==> config.mk <==
export PLATFORM = sky130hd
export DESIGN_NAME = kv_dma_engine_flat
export DESIGN_NICKNAME = d
export VERILOG_FILES = /design/src/rtl/kv_dma_if.sv /design/src/rtl/kv_dma_engine.sv /design/src/flat_wrapper.sv
export SDC_FILE = /design/constraint.sdc
export NUM_CORES = 1
export LEC_CHECK = 0
export CORE_ASPECT_RATIO = 0.9
export CORE_UTILIZATION = 40
export DETAILED_ROUTE_END_ITERATION = 8
export PLACE_DENSITY = 0.7
export RECOVER_POWER = 50
export SLEW_MARGIN = 20
export SYNTH_ARGS = -nofsm -noshare
export SYNTH_HDL_FRONTEND = slang
export SYNTH_SLANG_ARGS = --single-unit
==> constraint.sdc <==
create_clock -name clk -period 5.97 [get_ports clk]
set_input_delay 1.194 -clock clk [delete_from_list [all_inputs] [get_ports clk]]
set_output_delay 1.194 -clock clk [all_outputs]
set_load 0.01 [all_outputs]
==> src/rtl/kv_dma_if.sv <==
// Bundle of the command, SRAM0, KV-cache and status signals of kv_dma_engine.
// master = engine side, slave = decoder/memory side.
interface kv_dma_if #(
  parameter int DATA_W   = 8,
  parameter int ADDR_W   = 16,
  parameter int N_LAYERS = 4,
  parameter int N_HEADS  = 4,
  parameter int MAX_SEQ  = 16,
  parameter int MAX_DIM  = 64
) ();
  localparam int LAYER_W = $clog2(N_LAYERS);
  localparam int HEAD_W  = $clog2(N_HEADS);
  localparam int TIME_W  = $clog2(MAX_SEQ);
  localparam int IDX_W   = $clog2(MAX_DIM);

  logic              cmd_valid;
  logic              cmd_ready;
  logic [3:0]        cmd_op;
  logic              cmd_is_v;
  logic [15:0]       cmd_layer;
  logic [15:0]       cmd_head;
  logic [15:0]       cmd_k;
  logic [15:0]       cmd_vlen;
  logic [ADDR_W-1:0] cmd_addr;

  logic              sram_rd_en;
  logic              sram_wr_en;
  logic [ADDR_W-1:0] sram_addr;
  logic [DATA_W-1:0] sram_wdata;
  logic [DATA_W-1:0] sram_rdata;

  logic               kv_rd_en;
  logic               kv_wr_en;
  logic               kv_is_v;
  logic [LAYER_W-1:0] kv_layer;
  logic [HEAD_W-1:0]  kv_head;
  logic [TIME_W-1:0]  kv_time;
  logic [IDX_W-1:0]   kv_idx;
  logic [DATA_W-1:0]  kv_wdata;
  logic [DATA_W-1:0]  kv_rdata;

  logic busy;
  logic done;
  logic err;

  modport master (
    input  cmd_valid, cmd_op, cmd_is_v, cmd_layer, cmd_head, cmd_k, cmd_vlen, cmd_addr,
    output cmd_ready,
    output sram_rd_en, sram_wr_en, sram_addr, sram_wdata,
    input  sram_rdata,
    output kv_rd_en, kv_wr_en, kv_is_v, kv_layer, kv_head, kv_time, kv_idx, kv_wdata,
    input  kv_rdata,
    output busy, done, err
  );

  modport slave (
    output cmd_valid, cmd_op, cmd_is_v, cmd_layer, cmd_head, cmd_k, cmd_vlen, cmd_addr,
    input  cmd_ready,
    input  sram_rd_en, sram_wr_en, sram_addr, sram_wdata,
    output sram_rdata,
    input  kv_rd_en, kv_wr_en, kv_is_v, kv_layer, kv_head, kv_time, kv_idx, kv_wdata,
    output kv_rdata,
    input  busy, done, err
  );
endinterface

==> src/rtl/kv_dma_engine.sv <==
// KV-cache DMA: APPEND copies one vector SRAM0 -> cache, READ copies k vectors cache -> SRAM0.
// state | meaning
// IDLE  | waiting for a command, cmd_ready high
// CHECK | validate captured fields
// RUN   | issue one read per cycle, write side trails by one
// DRAIN | final write only
// DONE  | one-cycle done/err pulse
module kv_dma_engine #(
  parameter int DATA_W   = 8,
  parameter int ADDR_W   = 16,
  parameter int N_LAYERS = 4,
  parameter int N_HEADS  = 4,
  parameter int MAX_SEQ  = 16,
  parameter int MAX_DIM  = 64
) (
  input logic      clk,
  input logic      rst,
  kv_dma_if.master bus
);
  localparam int LAYER_W = $clog2(N_LAYERS);
  localparam int HEAD_W  = $clog2(N_HEADS);
  localparam int TIME_W  = $clog2(MAX_SEQ);
  localparam int IDX_W   = $clog2(MAX_DIM);
  localparam logic [15:0] LAYER_LIM = 16'(N_LAYERS);
  localparam logic [15:0] HEAD_LIM  = 16'(N_HEADS);
  localparam logic [15:0] SEQ_LIM   = 16'(MAX_SEQ);
  localparam logic [15:0] DIM_LIM   = 16'(MAX_DIM);

  typedef enum logic [2:0] {S_IDLE, S_CHECK, S_RUN, S_DRAIN, S_DONE} state_t;
  state_t state, state_nx;

  logic [3:0]        op_r;
  logic              is_v_r;
  logic [15:0]       layer_r, head_r, k_r, vlen_r;
  logic [ADDR_W-1:0] base_r;
  logic              err_r;
  logic [IDX_W-1:0]  cnt_i, vlen_m1, wr_idx;
  logic [TIME_W-1:0] cnt_t, t_end;
  logic [ADDR_W-1:0] row_off, wr_addr, rd_addr;
  logic              wr_pend;
  logic              is_read, bad, last_el, run;

  assign is_read = (op_r == 4'd9);
  assign run     = (state == S_RUN);
  assign last_el = (cnt_i == vlen_m1) && (cnt_t == t_end);
  // row_off accumulates vlen per row, so READ addressing needs no multiplier
  assign rd_addr = base_r + row_off + ADDR_W'(cnt_i);

  always_comb begin
    bad = 1'b0;
    if (op_r != 4'd8 && op_r != 4'd9)        bad = 1'b1;
    if (layer_r >= LAYER_LIM)                bad = 1'b1;
    if (head_r >= HEAD_LIM)                  bad = 1'b1;
    if (vlen_r == 16'd0 || vlen_r > DIM_LIM) bad = 1'b1;
    if (op_r == 4'd8 && k_r >= SEQ_LIM)      bad = 1'b1;
    if (op_r == 4'd9 && k_r > SEQ_LIM)       bad = 1'b1;
  end

  always_ff @(posedge clk) begin
    if (rst) state <= S_IDLE;
    else     state <= state_nx;
  end

  always_comb begin
    state_nx = state;
    case (state)
      S_IDLE:  if (bus.cmd_valid) state_nx = S_CHECK;
      S_CHECK: begin
        if (bad || (is_read && k_r == 16'd0)) state_nx = S_DONE;
        else                                  state_nx = S_RUN;
      end
      S_RUN:   if (last_el) state_nx = S_DRAIN;
      S_DRAIN: state_nx = S_DONE;
      S_DONE:  state_nx = S_IDLE;
      default: state_nx = S_IDLE;
    endcase
  end

  always_ff @(posedge clk) begin
    if (rst) begin
      op_r    <= '0;
      is_v_r  <= 1'b0;
      layer_r <= '0;
      head_r  <= '0;
      k_r     <= '0;
      vlen_r  <= '0;
      base_r  <= '0;
      err_r   <= 1'b0;
      cnt_i   <= '0;
      cnt_t   <= '0;
      vlen_m1 <= '0;
      t_end   <= '0;
      row_off <= '0;
      wr_pend <= 1'b0;
      wr_addr <= '0;
      wr_idx  <= '0;
    end else begin
      wr_pend <= run;
      if (state == S_IDLE && bus.cmd_valid) begin
        op_r    <= bus.cmd_op;
        is_v_r  <= bus.cmd_is_v;
        layer_r <= bus.cmd_layer;
        head_r  <= bus.cmd_head;
        k_r     <= bus.cmd_k;
        vlen_r  <= bus.cmd_vlen;
        base_r  <= bus.cmd_addr;
        err_r   <= 1'b0;
      end
      if (state == S_CHECK) begin
        err_r   <= bad;
        cnt_i   <= '0;
        cnt_t   <= '0;
        row_off <= '0;
        vlen_m1 <= IDX_W'(vlen_r - 16'd1);
        t_end   <= is_read ? TIME_W'(k_r - 16'd1) : '0;
      end
      if (run) begin
        wr_addr <= rd_addr;
        wr_idx  <= cnt_i;
        if (cnt_i == vlen_m1) begin
          cnt_i   <= '0;
          cnt_t   <= cnt_t + TIME_W'(1);
          row_off <= row_off + ADDR_W'(vlen_r);
        end else begin
          cnt_i <= cnt_i + IDX_W'(1);
        end
      end
    end
  end

  assign bus.cmd_ready  = (state == S_IDLE);
  assign bus.busy       = (state != S_IDLE);
  assign bus.done       = (state == S_DONE);
  assign bus.err        = (state == S_DONE) && err_r;

  assign bus.sram_rd_en = run && !is_read;
  assign bus.kv_rd_en   = run && is_read;
  assign bus.kv_wr_en   = wr_pend && !is_read;
  assign bus.sram_wr_en = wr_pend && is_read;

  assign bus.sram_addr  = bus.sram_rd_en ? rd_addr : (bus.sram_wr_en ? wr_addr : '0);
  assign bus.sram_wdata = bus.sram_wr_en ? bus.kv_rdata : '0;
  assign bus.kv_wdata   = bus.kv_wr_en ? bus.sram_rdata : '0;
  assign bus.kv_time    = bus.kv_wr_en ? k_r[TIME_W-1:0] : (bus.kv_rd_en ? cnt_t : '0);
  assign bus.kv_idx     = bus.kv_wr_en ? wr_idx : (bus.kv_rd_en ? cnt_i : '0);
  assign bus.kv_is_v    = is_v_r;
  assign bus.kv_layer   = layer_r[LAYER_W-1:0];
  assign bus.kv_head    = head_r[HEAD_W-1:0];
endmodule

==> src/flat_wrapper.sv <==
// flat-port wrapper written by rule: the top's interface ports become plain ports
module kv_dma_engine_flat 
#(
  parameter int DATA_W   = 8,
  parameter int ADDR_W   = 16,
  parameter int N_LAYERS = 4,
  parameter int N_HEADS  = 4,
  parameter int MAX_SEQ  = 16,
  parameter int MAX_DIM  = 64
)
  (clk, rst, bus_cmd_valid, bus_cmd_op, bus_cmd_is_v, bus_cmd_layer, bus_cmd_head, bus_cmd_k, bus_cmd_vlen, bus_cmd_addr, bus_cmd_ready, bus_sram_rd_en, bus_sram_wr_en, bus_sram_addr, bus_sram_wdata, bus_sram_rdata, bus_kv_rd_en, bus_kv_wr_en, bus_kv_is_v, bus_kv_layer, bus_kv_head, bus_kv_time, bus_kv_idx, bus_kv_wdata, bus_kv_rdata, bus_busy, bus_done, bus_err);
  kv_dma_if #(.DATA_W(DATA_W), .ADDR_W(ADDR_W), .N_LAYERS(N_LAYERS), .N_HEADS(N_HEADS), .MAX_SEQ(MAX_SEQ), .MAX_DIM(MAX_DIM)) bus_i ();
  input logic clk;
  input logic rst;
  input wire logic [$bits(bus_i.cmd_valid)-1:0] bus_cmd_valid;
  input wire logic [$bits(bus_i.cmd_op)-1:0] bus_cmd_op;
  input wire logic [$bits(bus_i.cmd_is_v)-1:0] bus_cmd_is_v;
  input wire logic [$bits(bus_i.cmd_layer)-1:0] bus_cmd_layer;
  input wire logic [$bits(bus_i.cmd_head)-1:0] bus_cmd_head;
  input wire logic [$bits(bus_i.cmd_k)-1:0] bus_cmd_k;
  input wire logic [$bits(bus_i.cmd_vlen)-1:0] bus_cmd_vlen;
  input wire logic [$bits(bus_i.cmd_addr)-1:0] bus_cmd_addr;
  output wire logic [$bits(bus_i.cmd_ready)-1:0] bus_cmd_ready;
  output wire logic [$bits(bus_i.sram_rd_en)-1:0] bus_sram_rd_en;
  output wire logic [$bits(bus_i.sram_wr_en)-1:0] bus_sram_wr_en;
  output wire logic [$bits(bus_i.sram_addr)-1:0] bus_sram_addr;
  output wire logic [$bits(bus_i.sram_wdata)-1:0] bus_sram_wdata;
  input wire logic [$bits(bus_i.sram_rdata)-1:0] bus_sram_rdata;
  output wire logic [$bits(bus_i.kv_rd_en)-1:0] bus_kv_rd_en;
  output wire logic [$bits(bus_i.kv_wr_en)-1:0] bus_kv_wr_en;
  output wire logic [$bits(bus_i.kv_is_v)-1:0] bus_kv_is_v;
  output wire logic [$bits(bus_i.kv_layer)-1:0] bus_kv_layer;
  output wire logic [$bits(bus_i.kv_head)-1:0] bus_kv_head;
  output wire logic [$bits(bus_i.kv_time)-1:0] bus_kv_time;
  output wire logic [$bits(bus_i.kv_idx)-1:0] bus_kv_idx;
  output wire logic [$bits(bus_i.kv_wdata)-1:0] bus_kv_wdata;
  input wire logic [$bits(bus_i.kv_rdata)-1:0] bus_kv_rdata;
  output wire logic [$bits(bus_i.busy)-1:0] bus_busy;
  output wire logic [$bits(bus_i.done)-1:0] bus_done;
  output wire logic [$bits(bus_i.err)-1:0] bus_err;
  assign bus_i.cmd_valid = bus_cmd_valid;
  assign bus_i.cmd_op = bus_cmd_op;
  assign bus_i.cmd_is_v = bus_cmd_is_v;
  assign bus_i.cmd_layer = bus_cmd_layer;
  assign bus_i.cmd_head = bus_cmd_head;
  assign bus_i.cmd_k = bus_cmd_k;
  assign bus_i.cmd_vlen = bus_cmd_vlen;
  assign bus_i.cmd_addr = bus_cmd_addr;
  assign bus_cmd_ready = bus_i.cmd_ready;
  assign bus_sram_rd_en = bus_i.sram_rd_en;
  assign bus_sram_wr_en = bus_i.sram_wr_en;
  assign bus_sram_addr = bus_i.sram_addr;
  assign bus_sram_wdata = bus_i.sram_wdata;
  assign bus_i.sram_rdata = bus_sram_rdata;
  assign bus_kv_rd_en = bus_i.kv_rd_en;
  assign bus_kv_wr_en = bus_i.kv_wr_en;
  assign bus_kv_is_v = bus_i.kv_is_v;
  assign bus_kv_layer = bus_i.kv_layer;
  assign bus_kv_head = bus_i.kv_head;
  assign bus_kv_time = bus_i.kv_time;
  assign bus_kv_idx = bus_i.kv_idx;
  assign bus_kv_wdata = bus_i.kv_wdata;
  assign bus_i.kv_rdata = bus_kv_rdata;
  assign bus_busy = bus_i.busy;
  assign bus_done = bus_i.done;
  assign bus_err = bus_i.err;
  kv_dma_engine #(.DATA_W(DATA_W), .ADDR_W(ADDR_W), .N_LAYERS(N_LAYERS), .N_HEADS(N_HEADS), .MAX_SEQ(MAX_SEQ), .MAX_DIM(MAX_DIM)) u_core (.clk(clk), .rst(rst), .bus(bus_i));
endmodule
==> metrics.md <==
| Metric | Value |
|---|---|
| Outcome | complete, but fails checks |
| Failing checks | max-capacitance violations, max-slew violations |
| Tot GR Track Use | 0.204 |
| Arrival time at the worst endpoint | 4050 ps |
| Relative slew margins | -1.29 |
| FMAX | 0.191 GHz |
| Dpl cells | 1337 |
| CP Launch Type | flop |
| Antenna Cells | 0 |
| WHS | 451 ps |
| Yosys reg bits | 148 |
| Worst reg2reg startpoint | u_core.cnt_i[2]$_SDFFE_PP0P_ |
| Clk slew on worst S/H paths | 60 ps |
| Core Box Area | 18700 um^2 |
| First-pass GRT wire length | 32600 um |
| Worst vdd ir | approximately 0.21 mV |
| Die width | approximately 150 um |
| Post-CTS setup buffer count | 0 |
| Die ar. | 19900 um^2 |
| PortBufs | between 150 and 200 |
| DRC Markers | 0 |
| PD cells | 241 nW/um^2 |
| Syn Nets | 1143 |
| Largest stage delay, worst path | 470 ps |
| Min-Delay Path Depth | 2 |
| Final Hold Viols | 0 |
| Placer Congestion | 0.876 |
| Warnings from Yosys | 0 |
| Cell mode on critical path | inv_1 |
| Die Span Y | 134 um |
| Cell variety after synth | 57 |
| Min Tclk post-route | 5240 ps |
| Leak pwr | 3.98 nW |
| RR Endpoint | u_core.wr_addr[12]$_SDFFE_PP0P_ |
| Unrepaired setup endpoints after global routing | no |
| Cells on worst reg2reg path | 8 |
| Worst-path cell chain | inv_1 > fa_1 > inv_1 > ha_1 > inv_1 > fa_1 > nand2b_1 > a211oi_1 > o21ai_1 > o21a_1 > or3_1 > a32o_1 > clkdlybuf4s50_1 |
| Ports | 159 |
| Area of the mapped netlist | between 7000 and 8000 um^2 |
| Num Clock Sinks | 148 |
| Total power | 2.41 mW |
| Layout cell share with drive strength beyond 1 | 0.0383 |
| Critical path capture point type | primary output |
| Final period utilization | 0.878 |
| Worst skew pair latency | approximately 420 ps |
| Post-synthesis sequential area ratio | 0.382 |
| Drt total wl | 19800 um |
| Via/cell ratio | 5.21 |
| Nets | 1267 |
| Placed cell area | 9430 um^2 |
| CP max FO | 8 |
| Routed Antenna Nets | 0 |
| CTS HTree Levels | 4 |
| Num CTS Buffers | 17 |
| Max-cap viol count | 1 |
| Initial antenna violation count | 0 |
| Layout Skew | around 9.4 ps |
| Critical Path RT | 4780 ps |
| Area delta synth->final | 29.1% |
| Post-Route Setup TNS | 0 ps |
| Largest net degree at the start of global routing | 84 |
| DRT Pass-1 Iters | 4 |
| Hold buffers post-CTS | 0 |
| Worst Hold Path EP | u_core.head_r[1]$_SDFFE_PP0P_ |
| Reg2Reg Setup Slack | 2970 ps |
| Cts repair resizes | 0 |
| DRT iter0 DRCs | 408 |
| Slew @ Worst Pin | about 3400 ps |
| Final Cell Area | around 10000 um^2 |
| Max-slew violation count | 75 |
| EDFF count, synth | 0 |
| CTS root buf | clkbuf_16 |
| Clock Tree Buf Depth | 2 |
| Synth Instances | 987 |
| Total gr overflow | 0 |
| Final setup violation count | 0 |
| Critical-path top delay cell | clkdlybuf4s50_1 |
| Post-synth ARST share | 0 |
| Avg WL per Cell | roughly 14 um |
| Post-Layout Cell Count | 1369 |
| Vias in the first global route | 6622 |
| CTS tree | yes |
| HP Start | u_core.head_r[1]$_SDFFE_PP0P_ |
| Row cnt | 47 |
| Post-synth top flop | dfxtp_1 |
| Initial core utilization | 0.414 |
| Worst Hold Class | reg2reg |
| Synthesized area per cell | 7.85 um^2 |
| DP Wirelength | approximately 14000 um |
| CP Class | reg2out |
| Via Count | a little over 7000 |
==> stage by stage <==
stage,worst slack [ps],util
after floorplan,1750,-
after global placement,1200,0.504
after detailed placement,1150,0.504
after CTS,699,0.536
after global routing,385,0.535
final,726,0.535
==> layout make-up <==
type | count | area (um^2)
well taps | 245 | 307
inverters | 22 | 82.6
repair buffers | 164 | 1620
clock inverters | 8 | 98.8
multi-input cells | 758 | 4450
clock buffers | 24 | 492
fillers | 1813 | 8690
flip-flops and latches | 148 | 2960
==> cell usage after synthesis, drive strengths merged, types with 5 or more instances <==
master  count  area (um^2)
a22o       25          219
clkbuf     45          169
and3       21          131
nand2     232          871
o21ai      34          170
fa          8          160
nand4       8         50.1
nor4       14         87.6
nor2b       5         31.3
a21o        9         67.6
o21a        6         45.0
a211oi     14          105
ha         44          551
a21oi     144          721
xnor2      27          236
buf        14         91.3
nand3      21          105
and2        6         37.5
nor2       53          199
nor3       16         85.1
or3        10         67.6
a31oi       5         31.3
dfxtp     148         2960
xor2       12          105
inv        22         82.6
==> critical path: cells and delay by family, from the launching register on <==
family	cells	cell delay, ps
AO/OA/AOI/OAI	4	950
adder cells (fa/ha/maj)	3	960
buffers and inverters	4	690
flip-flops	1	460
AND/OR/NAND/NOR	2	560
==> state kept, by name, summed over array words and instances, names as in the netlist, 3 cells and up <==
| name | count |
|---|---|
| u_core.t_end | 4 |
| u_core.vlen_r | 16 |
| u_core.cnt_i | 6 |
| u_core.layer_r | 16 |
| u_core.k_r | 16 |
| u_core.vlen_m1 | 6 |
| u_core.wr_addr | 16 |
| u_core.row_off | 16 |
| u_core.op_r | 4 |
| u_core.cnt_t | 4 |
| u_core.state | 3 |
| u_core.base_r | 16 |
| u_core.head_r | 16 |
| u_core.wr_idx | 6 |
==> layout by cell type (no fill, tap or decap), types with 5 or more instances in the layout <==
cell,synthesis,final
ha_1,44,44
a22o_1,25,25
and3_1,21,21
dlygate4sd3_1,0,5
o21a_1,6,6
or3_1,9,9
a21o_1,9,9
a31oi_1,5,5
clkbuf_16,0,17
nand3_1,21,21
xnor2_1,27,27
nand2_1,232,231
o21ai_0,33,33
a21oi_1,144,144
nor2b_1,5,5
clkdlybuf4s50_1,0,152
nand4_1,8,8
a211oi_1,14,14
nor2_1,53,52
buf_4,4,5
fa_1,8,8
inv_1,22,22
nor3_1,15,16
dfxtp_1,148,148
xor2_1,12,12
nor4_1,14,14
==> where the power goes <==
group | leakage [nW] | switching [mW] | internal (mW) | total (mW)
sequential | 1.21 | 0.0303 | 1.03 | 1.06
combinational | 2.49 | 0.142 | 0.133 | 0.275
clock | 0.286 | 0.413 | 0.659 | 1.07
total | 3.98 | 0.586 | 1.82 | 2.41
==> how the worst max path moves through the flow <==
stage / startpoint / to / slack (ps) / cells after the start
floorplan: u_core.cnt_i[0]$_SDFFE_PP0P_ / bus_sram_addr[15] / 1750 / 13
global placement: u_core.cnt_i[0]$_SDFFE_PP0P_ / bus_sram_addr[15] / 1200 / 13
detailed placement: u_core.cnt_i[0]$_SDFFE_PP0P_ / bus_sram_addr[15] / 1150 / 13
CTS: u_core.cnt_i[0]$_SDFFE_PP0P_ / bus_sram_addr[15] / 700 / 13
global route: rst / u_core.row_off[10]$_SDFF_PP0_ / 390 / 5
finish: u_core.cnt_i[0]$_SDFFE_PP0P_ / bus_sram_addr[15] / 730 / 13
==> per-layer routing <==
layer	part of all wire	wire length (um)	track usage
met2	0.43	8450	0.310
met4	0.0075	148	0.0499
met3	0.082	1640	0.0714
met5	0	0	0
met1	0.48	9600	0.274
==> kinds of logic (layout without fill, tap and decap cells) <==
| logic type | count (synthesis) | in the layout | share of synthesized area |
|---|---|---|---|
| AND/OR/NAND/NOR | 405 | 405 | 0.234 |
| AO/OA/AOI/OAI | 262 | 262 | 0.204 |
| flip-flops | 148 | 148 | 0.382 |
| buffers and inverters | 81 | 218 | 0.0442 |
| adder cells (fa/ha/maj) | 52 | 52 | 0.0917 |
| XOR/XNOR | 39 | 39 | 0.0441 |
Power figures use the tool's default switching activity.
